$ cat src/rtl/base_pkg.sv
// Shared memory-access types for the core datapath and the load/store unit.
package base;

  typedef logic [31:0] cpu_word;

  typedef enum logic [2:0] {
    MEM_B  = 3'd0,
    MEM_BU = 3'd1,
    MEM_H  = 3'd2,
    MEM_HU = 3'd3,
    MEM_W  = 3'd4
  } mem_mode;

  localparam int BYTES_H = 2;
  localparam int BYTES_W = 4;

  function automatic logic is_misaligned(mem_mode mode, logic [1:0] addr_lo);
    case (mode)
      MEM_H, MEM_HU: return addr_lo[0];
      MEM_W:         return addr_lo != 2'b00;
      default:       return 1'b0;
    endcase
  endfunction

endpackage

$ cat src/rtl/lsu_split_if.sv
// Core-side request/response bundle of the load/store unit.
interface lsu_split_if;
  import base::*;

  logic    req_valid;
  logic    req_is_store;
  mem_mode req_mode;
  cpu_word req_addr;
  cpu_word req_wdata;
  logic    busy;
  cpu_word rdata;
  logic    fault;

  modport master (
    output req_valid, req_is_store, req_mode, req_addr, req_wdata,
    input  busy, rdata, fault
  );

  modport slave (
    input  req_valid, req_is_store, req_mode, req_addr, req_wdata,
    output busy, rdata, fault
  );
endinterface

$ cat src/rtl/lsu_load_assemble.sv
// Joins buffered bytes with the final byte of a split load and extends the result.
module lsu_load_assemble
  import base::*;
(
  input  logic [23:0] buffer,
  input  logic [7:0]  last_byte,
  input  logic [2:0]  nbytes,
  input  mem_mode     mode,
  output cpu_word     rdata
);

  logic [15:0] half;

  always_comb begin
    half  = {last_byte, buffer[7:0]};
    rdata = '0;
    if (nbytes == 3'(BYTES_W))
      rdata = {last_byte, buffer};
    else if (mode == MEM_H)
      rdata = {{16{half[15]}}, half};
    else
      rdata = {16'b0, half};
  end

endmodule

$ cat src/rtl/lsu_split.sv
// Load/store unit: aligned accesses pass through, misaligned ones become one
// byte access per clock with the core stalled until the last byte.
module lsu_split
  import base::*;
#(
  parameter bit ALLOW_MISALIGNED = 1'b1
) (
  input  logic        clk,
  input  logic        rst,
  lsu_split_if.slave  core,
  output cpu_word     ram_addr,
  output mem_mode     ram_mode,
  output logic        ram_store,
  output cpu_word     ram_wdata,
  input  cpu_word     ram_rdata
);

  typedef enum logic {S_IDLE, S_STEP} state_t;

  state_t      state, state_n;
  logic [1:0]  idx, idx_n;
  cpu_word     base_addr;
  logic [23:0] buffer;

  logic        mis, start, last;
  logic [1:0]  last_idx;
  logic [2:0]  nbytes;
  cpu_word     asm_rdata;

  assign mis      = is_misaligned(core.req_mode, core.req_addr[1:0]);
  assign start    = core.req_valid && mis && ALLOW_MISALIGNED;
  assign nbytes   = (core.req_mode == MEM_W) ? 3'(BYTES_W) : 3'(BYTES_H);
  assign last_idx = (core.req_mode == MEM_W) ? 2'd3 : 2'd1;
  assign last     = (idx == last_idx);

  lsu_load_assemble u_asm (
    .buffer    (buffer),
    .last_byte (ram_rdata[7:0]),
    .nbytes    (nbytes),
    .mode      (core.req_mode),
    .rdata     (asm_rdata)
  );

  always_ff @(posedge clk or posedge rst) begin
    if (rst) begin
      state     <= S_IDLE;
      idx       <= 2'd0;
      base_addr <= '0;
      buffer    <= '0;
    end else begin
      state <= state_n;
      idx   <= idx_n;
      if (state == S_IDLE && start) begin
        base_addr    <= core.req_addr;
        buffer[7:0]  <= ram_rdata[7:0];
      end else if (state == S_STEP && !last) begin
        case (idx)
          2'd1:    buffer[15:8]  <= ram_rdata[7:0];
          2'd2:    buffer[23:16] <= ram_rdata[7:0];
          default: buffer[7:0]   <= ram_rdata[7:0];
        endcase
      end
    end
  end

  always_comb begin
    state_n = state;
    idx_n   = idx;
    case (state)
      S_IDLE: if (start) begin
        state_n = S_STEP;
        idx_n   = 2'd1;
      end
      S_STEP: if (last) begin
        state_n = S_IDLE;
        idx_n   = 2'd0;
      end else begin
        idx_n = idx + 2'd1;
      end
      default: begin
        state_n = S_IDLE;
        idx_n   = 2'd0;
      end
    endcase
  end

  // Address/mode default to the raw request so an idle port still tracks the core.
  always_comb begin
    ram_addr   = core.req_addr;
    ram_mode   = core.req_mode;
    ram_store  = 1'b0;
    ram_wdata  = core.req_wdata;
    core.busy  = 1'b0;
    core.fault = 1'b0;
    core.rdata = '0;
    if (!rst) begin
      case (state)
        S_IDLE: if (core.req_valid) begin
          if (!mis) begin
            ram_store  = core.req_is_store;
            core.rdata = ram_rdata;
          end else if (ALLOW_MISALIGNED) begin
            ram_mode   = MEM_BU;
            ram_store  = core.req_is_store;
            ram_wdata  = {24'b0, core.req_wdata[7:0]};
            core.busy  = 1'b1;
          end else begin
            core.fault = 1'b1;
          end
        end
        S_STEP: begin
          ram_addr  = base_addr + {30'b0, idx};
          ram_mode  = MEM_BU;
          ram_store = core.req_is_store;
          ram_wdata = {24'b0, core.req_wdata[{idx, 3'b000} +: 8]};
          core.busy = !last;
          if (last) core.rdata = asm_rdata;
        end
        default: ;
      endcase
    end
  end

endmodule

$ cat src/flat_wrapper.sv
// flat-port wrapper written by rule: the top's interface ports become plain ports
module lsu_split_flat import base::*;
#(
  parameter bit ALLOW_MISALIGNED = 1'b1
)
  (clk, rst, ram_addr, ram_mode, ram_store, ram_wdata, ram_rdata, core_req_valid, core_req_is_store, core_req_mode, core_req_addr, core_req_wdata, core_busy, core_rdata, core_fault);
  lsu_split_if core_i ();
  input  logic clk;
  input  logic rst;
  output cpu_word ram_addr;
  output mem_mode ram_mode;
  output logic ram_store;
  output cpu_word ram_wdata;
  input  cpu_word ram_rdata;
  input wire logic [$bits(core_i.req_valid)-1:0] core_req_valid;
  input wire logic [$bits(core_i.req_is_store)-1:0] core_req_is_store;
  input wire logic [$bits(core_i.req_mode)-1:0] core_req_mode;
  input wire logic [$bits(core_i.req_addr)-1:0] core_req_addr;
  input wire logic [$bits(core_i.req_wdata)-1:0] core_req_wdata;
  output wire logic [$bits(core_i.busy)-1:0] core_busy;
  output wire logic [$bits(core_i.rdata)-1:0] core_rdata;
  output wire logic [$bits(core_i.fault)-1:0] core_fault;
  assign core_i.req_valid = core_req_valid;
  assign core_i.req_is_store = core_req_is_store;
  assign core_i.req_mode = core_req_mode;
  assign core_i.req_addr = core_req_addr;
  assign core_i.req_wdata = core_req_wdata;
  assign core_busy = core_i.busy;
  assign core_rdata = core_i.rdata;
  assign core_fault = core_i.fault;
  lsu_split #(.ALLOW_MISALIGNED(ALLOW_MISALIGNED)) u_core (.clk(clk), .rst(rst), .core(core_i), .ram_addr(ram_addr), .ram_mode(ram_mode), .ram_store(ram_store), .ram_wdata(ram_wdata), .ram_rdata(ram_rdata));
endmodule
$ cat config.mk
export PLATFORM = sky130hd
export DESIGN_NAME = lsu_split_flat
export DESIGN_NICKNAME = d
export VERILOG_FILES = /design/src/rtl/base_pkg.sv /design/src/rtl/lsu_split_if.sv /design/src/rtl/lsu_load_assemble.sv /design/src/rtl/lsu_split.sv /design/src/flat_wrapper.sv
export SDC_FILE = /design/constraint.sdc
export NUM_CORES = 1
export LEC_CHECK = 0
export CAP_MARGIN = 10
export CORE_UTILIZATION = 44
export DETAILED_ROUTE_END_ITERATION = 7
export MAX_ROUTING_LAYER = met4
export PLACE_DENSITY = 0.82
export SYNTH_ARGS = -nofsm -noshare
export SYNTH_HDL_FRONTEND = slang
export SYNTH_HIERARCHICAL = 1
export SYNTH_SLANG_ARGS = --single-unit
$ cat constraint.sdc
create_clock -name clk -period 4.05 [get_ports clk]
set_input_delay 0.81 -clock clk [delete_from_list [all_inputs] [get_ports clk]]
set_output_delay 0.81 -clock clk [all_outputs]
set_load 0.1 [all_outputs]
# Word-level counts from Yosys, hierarchy flattened
# Index checks and enable logic that the tools add are counted.
totals:
  out_inout_bits: 102
  ff_bits: 59
classes:
  eq_ne: 9
  shift: 1
  mux: 36
  addsub: 2
  reduce_logical: 11
  bitwise: 2
ops:
  columns: ["op", "count"]
  rows:
  - ["2-to-1 mux 32 bit", 11]
  - ["one-hot mux 32 bit (2 select lines)", 2]
  - ["adder 32 x 2 -> 32 bit", 1]
  - ["variable part select 32 x 6 -> 8 bit", 1]
  - ["2-to-1 mux 8 bit", 3]
  - ["2-to-1 mux 3 bit", 4]
  - ["one-hot mux 1 bit (2 select lines)", 4]
  - ["2-to-1 mux 1 bit", 7]
  - ["== test 3 x 2 -> 1 bit, second input constant", 2]
  - ["== test 3 bit, second input constant", 2]
  - ["2-to-1 mux 2 bit", 3]
  - ["one-hot mux 3 bit (2 select lines)", 1]
  - ["AND reduction 3 bit", 2]
  - ["inequality test 2 x 1 -> 1 bit, second input constant", 2]
  - ["one-hot mux 2 bit (2 select lines)", 1]
  - ["nonzero test 2 bit", 2]
  - ["OR reduction 2 bit", 2]
  - ["logical AND 1 bit", 3]
  - ["adder 2 x 1 -> 2 bit, second input constant", 1]
  - ["== test 2 x 1 -> 1 bit, second input constant", 1]
  - ["== test 2 bit", 1]
  - ["== test 2 bit, second input constant", 1]
  - ["NOT 1 bit", 2]
  - ["AND reduction 2 bit", 1]
  - ["zero test 1 bit", 1]

# Logic depth before layout (Yosys ltp)
# Gate-level depths: netlist of the first run.
logic_depth:
  word_depth: 7
  ltp_mapped: 8

# Hierarchy
# Netlist of the first run, hierarchy kept.
by_module_without_submodules:
  columns: ["module", "area_per_inst_um2", "instances", "cells_each"]
  rows:
  - ["lsu_split", 4478.0, 1, 526]
  - ["lsu_load_assemble", 450.4, 1, 54]

# Least setup slack after synthesis of the first run
# Ideal clock, no wire load.
synth_timing:
  path_kind: "input port to output port"
  start: "in core_req_mode[0]"
  end: "out core_rdata[31]"
  slack_ns: -0.824
  path_buffers: 2
  required_time_ns: 3.240
  arrival_ns: 4.064
  cell_stages: 8
  path_cell_list: "nor3b_1 > inv_1 > or3b_1 > buf_6 > buf_4 > a21boi_0 > nor2_1 > nor3_1"
synth_via:
  elab_chain_cells: 7
synth_rtl:
  columns: ["element", "line", "source"]
  rows:
  - ["start, declared", "flat_wrapper.sv:17", "input wire logic [$bits(core_i.req_mode)-1:0] core_req_mode;"]
  - ["== test 3 bit", "lsu_split.sv:32", "assign nbytes = (core.req_mode == MEM_W) ? 3'(BYTES_W) : 3'(BYTES_H);"]
  - ["2-to-1 mux 3 bit", "lsu_split.sv:32", null]
  - ["named net u_core.nbytes[1]", "lsu_split.sv:27", "logic [2:0] nbytes;"]
  - ["== test 3 bit", "lsu_load_assemble.sv:17", "if (nbytes == 3'(BYTES_W))"]
  - ["2-to-1 mux 32 bit", "lsu_load_assemble.sv:17", null]
  - ["named net u_core.asm_rdata[31]", "lsu_split.sv:28", "cpu_word asm_rdata;"]
  - ["2-to-1 mux 32 bit", "lsu_split.sv:117", "if (last) core.rdata = asm_rdata;"]
  - ["one-hot mux 32 bit (2 select lines)", "lsu_split.sv:97", "case (state)"]
  - ["2-to-1 mux 32 bit", "lsu_split.sv:96", "if (!rst) begin"]
  - ["end, declared", "flat_wrapper.sv:21", "output wire logic [$bits(core_i.rdata)-1:0] core_rdata;"]
# The timed path passes the listed nets, and every way through them passes these cells.

# Final worst setup path of the first run
layout_timing:
  start: "in core_req_mode[1]"
  end: "out ram_mode[0]"
layout_via:
  elab_chain_cells: 7
layout_rtl:
  columns: ["element", "line", "source"]
  rows:
  - ["== test 3 x 2 -> 1 bit", "base_pkg.sv:18", "case (mode)"]
  - ["OR reduction 2 bit", "base_pkg.sv:18", null]
  - ["one-hot mux 1 bit (2 select lines) *", "base_pkg.sv:18", null]
  - ["2-to-1 mux 3 bit *", "lsu_split.sv:99", "if (!mis) begin"]
  - ["2-to-1 mux 3 bit *", "lsu_split.sv:98", "S_IDLE: if (core.req_valid) begin"]
  - ["one-hot mux 3 bit (2 select lines) *", "lsu_split.sv:97", null]
  - ["2-to-1 mux 3 bit *", "lsu_split.sv:96", null]
  - ["end, declared", "flat_wrapper.sv:11", "output mem_mode ram_mode;"]
# Every way passes the cells marked *; elsewhere a longest branch is shown, timed or not.

==> flow_metrics.tcl, run 1 <==
set metrics [dict create \
    met2_usage_pct 50.7 \
    cp-start-kind "input port" \
    grt_max_degree 60 \
    synth_compound_area_share_pct 14.5 \
    use_met3_pct 5.69 \
    grt_overflow_total 0 \
    drc 0 \
    synth_top_flop_cell "dfrtp_1" \
    synth.distinct_cells 59 \
    cts_max_level 3 \
    slew_headroom_pct 49.5 \
    die_width_um 108 \
    grt_pass1_vias 5123 \
    firstDrtPassIters 5 \
    switching_share_pct 53.1 \
    wl_per_cell_um 18.0 \
    vias 5195 \
    yosys-top-cells-area "dfrtp_1, mux2_2, nor2_1" \
    rsz0062_at_grt "false" \
    antenna_found_initial 0 \
    setup.worst_path.class "input port to primary output" \
    fin_crit_sh_pct 97.5 \
    setup-tns-final_ns 0 \
    power_frac_seq_pct 20.6 \
    ys_ff_latch 59 \
    fin_nets 876 \
    via_per_inst 5.69 \
    port_buffers 203 \
    p_sw_w 0.00281 \
    yosysTopAreaCellShare_pct 30.0 \
    hp-class "flip-flop to flip-flop" \
    grt_pass1_wl_um 26200 \
    synthXorXnorAreaFrac_pct 2.31 \
    ctsHoldBuffers 0 \
    ant_nets 0 \
    dieArea_mm2 0.0116 \
    worst_pin_slew_ns 0.758 \
    clockBufferDepth 2 \
    synth-edff-count 0 \
    ys_warn_count 6 \
    worstPathRequired_ns 3.24 \
    finalSetupViolations 0 \
    syn_area_per_cell_um2 8.50 \
    use_met1_pct 34.6 \
    comb_power_share_pct 69.1 \
    synth_top_family_by_area "simple AND/OR/NAND/NOR gates" \
    post-route-min-period_ns 3.95 \
    rows 38 \
    drv_cap 0 \
    p_int_w 0.00249 \
    peakVddDrop_uv 424 \
    arrival_ns 3.14 \
    fmax_mhz 253 \
    track_usage_pct 29.5 \
    cts.sinks 59 \
    routabilityCongestion 0.895 \
    endpoint_kind "primary output" \
    core_area_mm2 0.0109 \
    r2r_slack_ns 1.38 \
    clock_latency_ns 0.34 \
    cts_root_buf "clkbuf_8" \
    gr-max-usage-layer "met2" \
    ys_seq_area_share_pct 30.0 \
    outcome "finished, final reports clean" \
    synth-adder-area-share_pct 1.42 \
    areaGrowthSynthToFinish_pct 71.6 \
    synth_cells 580 \
    fp.dieH_um 108 \
    crit_path_max_fanout 27 \
    drive_above_1_share_pct 31.6 \
    synthTopCellsByCount "dfrtp_1, mux2_2, nor2_1, nand2_1, a21oi_1" \
    routed_wl_um 16500 \
    synthSimpleGateAreaFrac_pct 24.4 \
    cts_buffers 9 \
    power_frac_clock_pct 10.3 \
    yosysMostFrequentCell "dfrtp_1" \
    hold_viol_final 0 \
    clk_pin_slew_worst_paths_ns 0.07 \
    initial_core_util_pct 45.3 \
    num_antenna_cells 0 \
    async_flop_share_pct 100 \
    p_leak_nw 3.49 \
    skew_ns 0.0149 \
    fin_hold_ws_ns 0.508 \
    drtIter0Drc 314 \
    slew_violations 0 \
    io_pins 205 \
    yosysTopAreaCell "dfrtp_1" \
    synth_area_mm2 0.00493 \
    post-dp-hpwl_um 12600 \
    synth.area.mux_share_pct 20.0 \
    cts_tree "done" \
    p_per_area_mw_per_mm2 627 \
]
## logic make-up after synthesis
kind of cell | after synthesis
other cells | 1
buf+inv | 75
compound gates | 118
mux | 85
flops | 59
xor+xnor | 13
fa+ha+maj | 5
simple gates | 224
## critical path: stages
cell	delay, ns
clkdlybuf4s50_1	0.50
buf_4	0.14
and4bb_1	0.26
o31ai_1	0.53
a21oi_4	0.31
or2_2	0.40
buf_12	0.18
## worst paths after layout
path | cells after the start | endpoint | from
worst min register to register | 1 | u_core/buffer[23]$_DFFE_PP0P_ | u_core/buffer[23]$_DFFE_PP0P_
worst min-delay path | 1 | u_core/buffer[23]$_DFFE_PP0P_ | u_core/buffer[23]$_DFFE_PP0P_
min in group asynchronous | 3 | u_core/idx[0]$_DFFE_PP0P_ | rst
worst max-delay path | 7 | ram_mode[0] | core_req_mode[1]
worst max register to register | 5 | u_core/buffer[3]$_DFFE_PP0P_ | u_core/state$_DFF_PP0_
max in group asynchronous | 3 | u_core/base_addr[30]$_DFFE_PP0P_ | rst
## power groups by stage
stage,registers [W],clock network (W),logic (W)
5_1_grt,0.00113,0.000586,0.00382
3_5_place_dp,0.00109,0,0.00365
6_report,0.00109,0.000546,0.00367
4_1_cts,0.00108,0.000555,0.00367
3_3_place_gp,0.00105,0,0.00359
2_1_floorplan,0.00101,0,0.00248
## repair_timing
item	in CTS	in global routing
resized for setup	1	1
pin swaps	0	0
setup buffers	0	0
setup endpoints to repair	19	3
## layout make-up
| class | instances | area [µm²] |
|---|---|---|
| well taps | 140 | 175 |
| multi-input cells | 447 | 3270 |
| fillers | 719 | 2430 |
| repair buffers | 226 | 3240 |
| clock inverters | 7 | 76.3 |
| clock buffers | 9 | 124 |
| flip-flops and latches | 59 | 1480 |
| inverters | 25 | 93.8 |
## state kept, by name, summed over array words and instances (netlist names)
name              count
u_core/buffer        24
u_core/idx            2
u_core/base_addr     32
u_core/state          1
## metrics by stage
stage               area [µm²]  worst slack [ns]  utilization, %  cells  total power (W)
finish                    8460             0.103            77.7    913          0.00530
global route              8460          0.000114            77.7    913          0.00553
CTS                       8460            0.0836            77.7    913          0.00531
detailed placement        8250           -0.0354            75.8    897          0.00475
global placement          8250             0.115            75.8    897          0.00465
floorplan                 5080            -0.822               -    581          0.00349
## per-layer routing
metal,wire (µm),share of wire (%),up-vias
met5,0,0,-
met4,344,2.1,0
met3,1240,7.6,30
met2,8380,51,236
met1,6490,39,2471
li1,-,-,2458
## placed cells by master, fill, tap and decap left out, drive strengths merged, types with 9 or more instances in the layout
master / n
buf: 124
clkdlybuf4s50: 102
mux2: 70
dfrtp: 59
nor2: 52
nand2: 40
a21oi: 35
nor3: 33
o21ai: 33
nor2b: 27
inv: 25
a31oi: 16
mux2i: 15
nand3: 12
or4: 11
nand4: 11
o31ai: 10
clkbuf: 9
No activity file was read; power rests on OpenSTA's default activity.
==> inputs of run 2 (changes only) <==
--- a/config.mk
+++ b/config.mk
@@ -6,10 +6,11 @@
 export NUM_CORES = 1
 export LEC_CHECK = 0
 export CAP_MARGIN = 10
-export CORE_UTILIZATION = 44
+export CORE_UTILIZATION = 47
+export CTS_CLUSTER_SIZE = 20
 export DETAILED_ROUTE_END_ITERATION = 7
 export MAX_ROUTING_LAYER = met4
-export PLACE_DENSITY = 0.82
+export PLACE_DENSITY = 0.87
 export SYNTH_ARGS = -nofsm -noshare
 export SYNTH_HDL_FRONTEND = slang
 export SYNTH_HIERARCHICAL = 1
==> constraint.sdc (replaced) <==
create_clock -name clk -period 4.6 [get_ports clk]
set_input_delay 0.92 -clock clk [delete_from_list [all_inputs] [get_ports clk]]
set_output_delay 0.92 -clock clk [all_outputs]
set_load 0.1 [all_outputs]
==> flow_metrics.tcl, run 2 (synthesis results as in run 1) <==
set metrics [dict create \
    outcome "finished, final reports clean" \
    critPathLaunch "core_req_mode[1]" \
    final_cell_mix "clkdlybuf4s50_1, buf_12, dfrtp_1" \
    p_sw_w 0.00245 \
    areaGrowthSynthToFinish_pct 67.8 \
    routabilityCongestion 0.909 \
    endpoint_kind "primary output" \
    finalSetupViolations 0 \
    grt_overflow_total 0 \
    track_usage_pct 31.7 \
    peakVddDrop_uv 384 \
    cts_tree "done" \
    vias 5300 \
    post-route-min-period_ns 4.40 \
    via_per_inst 5.90 \
    power_frac_seq_pct 20.5 \
    die_width_um 104 \
    switching_share_pct 52.5 \
    rsz0062_at_grt "false" \
    fmax_mhz 227 \
    grt_max_degree 47 \
    top_regs "u_core/base_addr: 32 flops, u_core/buffer: 24 flops, u_core/idx: 2 flops" \
    setup.worst_path.class "input port to primary output" \
    initial_core_util_pct 48.2 \
    p_leak_nw 3.44 \
    hold_viol_final 0 \
    power_frac_clock_pct 11.4 \
    largest_reg_flops 32 \
    fp.dieH_um 104 \
    hold_start "u_core/buffer[21]$_DFFE_PP0P_" \
    r2r-start "u_core/state$_DFF_PP0_" \
    p_int_w 0.00222 \
    instances_no_fill 899 \
    drv_cap 0 \
    drtIter0Drc 402 \
    p_per_area_mw_per_mm2 564 \
    crit_path_max_fanout 27 \
    firstDrtPassIters 5 \
    place_inst 882 \
    fin_crit_sh_pct 95.7 \
    clock_latency_ns 0.33 \
    drive_above_1_share_pct 29.2 \
    clk_pin_slew_worst_paths_ns 0.07 \
    cts_buffers 9 \
    skew_ns 0.00614 \
    core_area_mm2 0.0102 \
    arrival_ns 3.48 \
    grt_pass1_vias 5333 \
    worst_pin_slew_ns 1.16 \
    port_buffers 203 \
    fin_nets 866 \
    hold_end "u_core/buffer[21]$_DFFE_PP0P_" \
    drc 0 \
    cts_max_level 3 \
    final_common_cell "clkdlybuf4s50_1" \
    top_register "u_core/base_addr" \
    dieArea_mm2 0.0109 \
    ant_nets 0 \
    hp-class "flip-flop to flip-flop" \
    ctsHoldBuffers 0 \
    post-place-ws_ns 0.247 \
    routed_wl_um 16800 \
    cts.repair.resized 0 \
    cts.sinks 59 \
    worstPathRequired_ns 3.68 \
    register_area_mm2 0.00148 \
    wl_per_cell_um 18.7 \
    nFillCells 592 \
    slew_headroom_pct 22.9 \
    cts_setup_buffers 0 \
    grt_pass1_wl_um 27100 \
    num_antenna_cells 0 \
    comb_power_share_pct 68.1 \
    rows 37 \
    worst_r2r_path_depth 5 \
    slew_violations 0 \
    hold_path_depth 1 \
    r2r_slack_ns 1.92 \
    post-dp-hpwl_um 12900 \
    antenna_found_initial 0 \
    setup_ws_ns 0.196 \
    r2r_end "u_core/buffer[3]$_DFFE_PP0P_" \
    multi_input_area_mm2 0.00316 \
    clockBufferDepth 2 \
    cp-start-kind "input port" \
    cts_root_buf "clkbuf_8" \
    io_pins 205 \
]
==> run 2: cell count changes in the layout (fill, tap and decap cells not counted), moves of 2 or more <==
cell        change
o21ai_0        +17
o21ai_1        -17
a31oi_1         +8
buf_4           -8
a31oi_4         -5
a31oi_2         -3
buf_12          -2
clkinvlp_4      -2
==> run 2: worst max-delay path by stage <==
stage	end	slack [ns]	depth (start not counted)
2_1_floorplan	core_rdata[23]	-0.49	8
3_3_place_gp	core_rdata[29]	0.34	9
3_5_place_dp	ram_wdata[13]	0.25	6
4_1_cts	ram_addr[30]	0.07	8
5_1_grt	core_rdata[29]	0.04	9
6_report	ram_mode[0]	0.20	6
==> run 2: stage by stage <==
stage                     instance area [µm²]  power [W]  util [%]  TNS [ns]  hold slack (ns)
after floorplan                          4980    0.00303         -    -13.52            0.475
after global placement                   8040    0.00402      78.6         0            0.488
after detailed placement                 8040    0.00413      78.6         0            0.493
after CTS                                8260    0.00468      80.8         0            0.509
after global routing                     8270    0.00486      80.8         0            0.525
final                                    8270    0.00467      80.8         0            0.508
==> run 2: metal layers <==
metal,vias up,share of wire [%],track usage (%)
li1,2429,-,-
met1,2569,38,35.9
met2,262,52,55.0
met3,40,7.5,6.70
met4,0,2.6,11.5
met5,-,0,-
==> run 2: layout make-up <==
class                      instances  share of cell area (%)
timing repair buffer             216                    38.0
clock inverter                     7                    1.21
sequential                        59                    17.9
tap                              136                    2.06
multi-input combinational        447                    38.3
clock buffer                       9                    1.50
inverter                          25                    1.13
==> run 2: worst max-delay path: stages <==
cell and delay (ns):
clkdlybuf4s50_1 0.52, and4bb_1 0.47, o31ai_1 0.20, a21oi_2 0.89, or2_2 0.29, buf_12 0.18
==> run 2: power by group through the flow <==
stage | registers (W) | logic [W] | clock network (W)
after CTS | 0.000949 | 0.00318 | 0.000548
after floorplan | 0.000885 | 0.00215 | 0
final | 0.000956 | 0.00318 | 0.000532
after global placement | 0.000925 | 0.00310 | 0
after detailed placement | 0.000957 | 0.00317 | 0
after global routing | 0.000986 | 0.00330 | 0.000579
==> inputs of run 3 (changes only) <==
--- a/config.mk
+++ b/config.mk
@@ -6,6 +6,7 @@
 export NUM_CORES = 1
 export LEC_CHECK = 0
 export CAP_MARGIN = 10
+export CORE_MARGIN = 1.5
 export CORE_UTILIZATION = 47
 export CTS_CLUSTER_SIZE = 20
 export DETAILED_ROUTE_END_ITERATION = 7
==> flow_metrics.tcl, run 3 (synthesis results as in run 1) <==
set metrics [dict create \
    crit_chain "clkdlybuf4s50_1 > nor3b_1 > mux2_2 > and2_1 > buf_4 > nor3_1 > buf_12" \
    routed_wl_um 17300 \
    hold_viol_final 0 \
    core_area_mm2 0.0102 \
    initial_core_util_pct 48.2 \
    ant_nets 0 \
    outcome "finished, final reports clean" \
    cts_max_level 3 \
    clk_pin_slew_worst_paths_ns 0.08 \
    top_register "u_core/base_addr" \
    grt_max_degree 47 \
    rows 37 \
    fin_nets 866 \
    vias 5299 \
    slew_headroom_pct 20.6 \
    drtIter0Drc 371 \
    final_cell_mix "clkdlybuf4s50_1, buf_12, dfrtp_1" \
    grt_overflow_total 0 \
    wl_per_cell_um 19.2 \
    setup-tns-final_ns 0 \
    rsz0062_at_grt "false" \
    fp.dieH_um 105 \
    fin_crit_sh_pct 95.4 \
    drive_above_1_share_pct 29.2 \
    p_per_area_mw_per_mm2 567 \
    io_pins 205 \
    clock_latency_ns 0.34 \
    fmax_mhz 228 \
    cts.sinks 59 \
    top_regs "u_core/base_addr: 32 flops, u_core/buffer: 24 flops, u_core/idx: 2 flops" \
    post-route-min-period_ns 4.39 \
    cp-start-kind "input port" \
    nFillCells 596 \
    track_usage_pct 32.1 \
    num_antenna_cells 0 \
    cts_root_buf "clkbuf_8" \
    setup.worst_path.class "input port to primary output" \
    register_area_mm2 0.00148 \
    skew_ns 0.00954 \
    drc 0 \
    grt_pass1_wl_um 27800 \
    hp-class "flip-flop to flip-flop" \
    cp_slowest_stage_delay_ns 0.58 \
    final_common_cell "clkdlybuf4s50_1" \
    die_width_um 105 \
    slew_violations 0 \
    arrival_ns 3.47 \
    finalPower_w 0.00468 \
    cts_buffers 9 \
    post-dp-hpwl_um 12900 \
    finalSetupViolations 0 \
    routabilityCongestion 0.861 \
    peakVddDrop_uv 373 \
    dieArea_mm2 0.0111 \
    grt_pass1_vias 5422 \
    largest_reg_flops 32 \
    p_leak_nw 3.44 \
    areaGrowthSynthToFinish_pct 67.8 \
    firstDrtPassIters 5 \
    worst_pin_slew_ns 1.19 \
    clockBufferDepth 2 \
    crit_path_max_fanout 33 \
    via_per_inst 5.89 \
    critical_path.slowest_cell "clkdlybuf4s50_1" \
    endpoint_kind "primary output" \
    multi_input_area_mm2 0.00316 \
    cts_tree "done" \
    port_buffers 203 \
    drv_cap 0 \
    worstPathRequired_ns 3.68 \
    antenna_found_initial 0 \
]
run 3: final timing paths:
path,startpoint,endpoint,slack [ns],cells past startpoint
min reg2reg,u_core/buffer[15]$_DFFE_PP0P_,u_core/buffer[15]$_DFFE_PP0P_,0.51,1
max reg2reg,u_core/state$_DFF_PP0_,u_core/buffer[0]$_DFFE_PP0P_,1.97,5
max in group asynchronous,rst,u_core/buffer[0]$_DFFE_PP0P_,3.10,3
min,u_core/buffer[15]$_DFFE_PP0P_,u_core/buffer[15]$_DFFE_PP0P_,0.51,1
max,core_req_mode[2],core_rdata[1],0.21,7
min in group asynchronous,rst,u_core/base_addr[13]$_DFFE_PP0P_,1.20,3
run 3: cell type report:
class	instances	area share, %
multi-input cells	447	38.3
inverters	25	1.13
well taps	136	2.06
clock inverters	7	1.21
flip-flops and latches	59	17.9
clock buffers	9	1.50
repair buffers	216	38.0
run 3: per-stage QoR:
| step | hold WS (ns) | instances | utilization [%] | worst slack (ns) | area, µm² |
|---|---|---|---|---|---|
| 2_1_floorplan | 0.475 | 581 | - | -0.492 | 4980 |
| 3_3_place_gp | 0.488 | 882 | 78.6 | 0.374 | 8040 |
| 3_5_place_dp | 0.497 | 882 | 78.6 | 0.235 | 8040 |
| 4_1_cts | 0.515 | 898 | 80.8 | 0.163 | 8260 |
| 5_1_grt | 0.529 | 899 | 80.8 | 0.0184 | 8270 |
| 6_report | 0.512 | 899 | 80.8 | 0.212 | 8270 |
run 3: worst max-delay path, delay by kind of cell:
family        cells  cell delay (ns)
buf+inv           3             1.07
mux               1             0.44
simple gates      3             1.02
run 3: routing by layer:
metal	wire, µm	global-route usage (%)	vias up	share of wire (%)
met5	0	-	-	0
met4	415	10.4	0	2.4
li1	-	-	2431	-
met2	9070	56.2	269	53
met1	6550	37.4	2561	38
met3	1230	5.63	38	7.1
run 3: report_power, final:
part	switching (W)	total, W	internal, W
clock	0.000224	0.000533	0.000308
sequential	0.000234	0.000962	0.000729
combinational	0.00201	0.00319	0.00118
total	0.00247	0.00468	0.00222
run 3: repair_timing:
item                       4_1_cts  5_1_grt
resized for setup                0        0
setup endpoints to repair        0        2
setup buffers                    0        1
hold buffers                     0        0
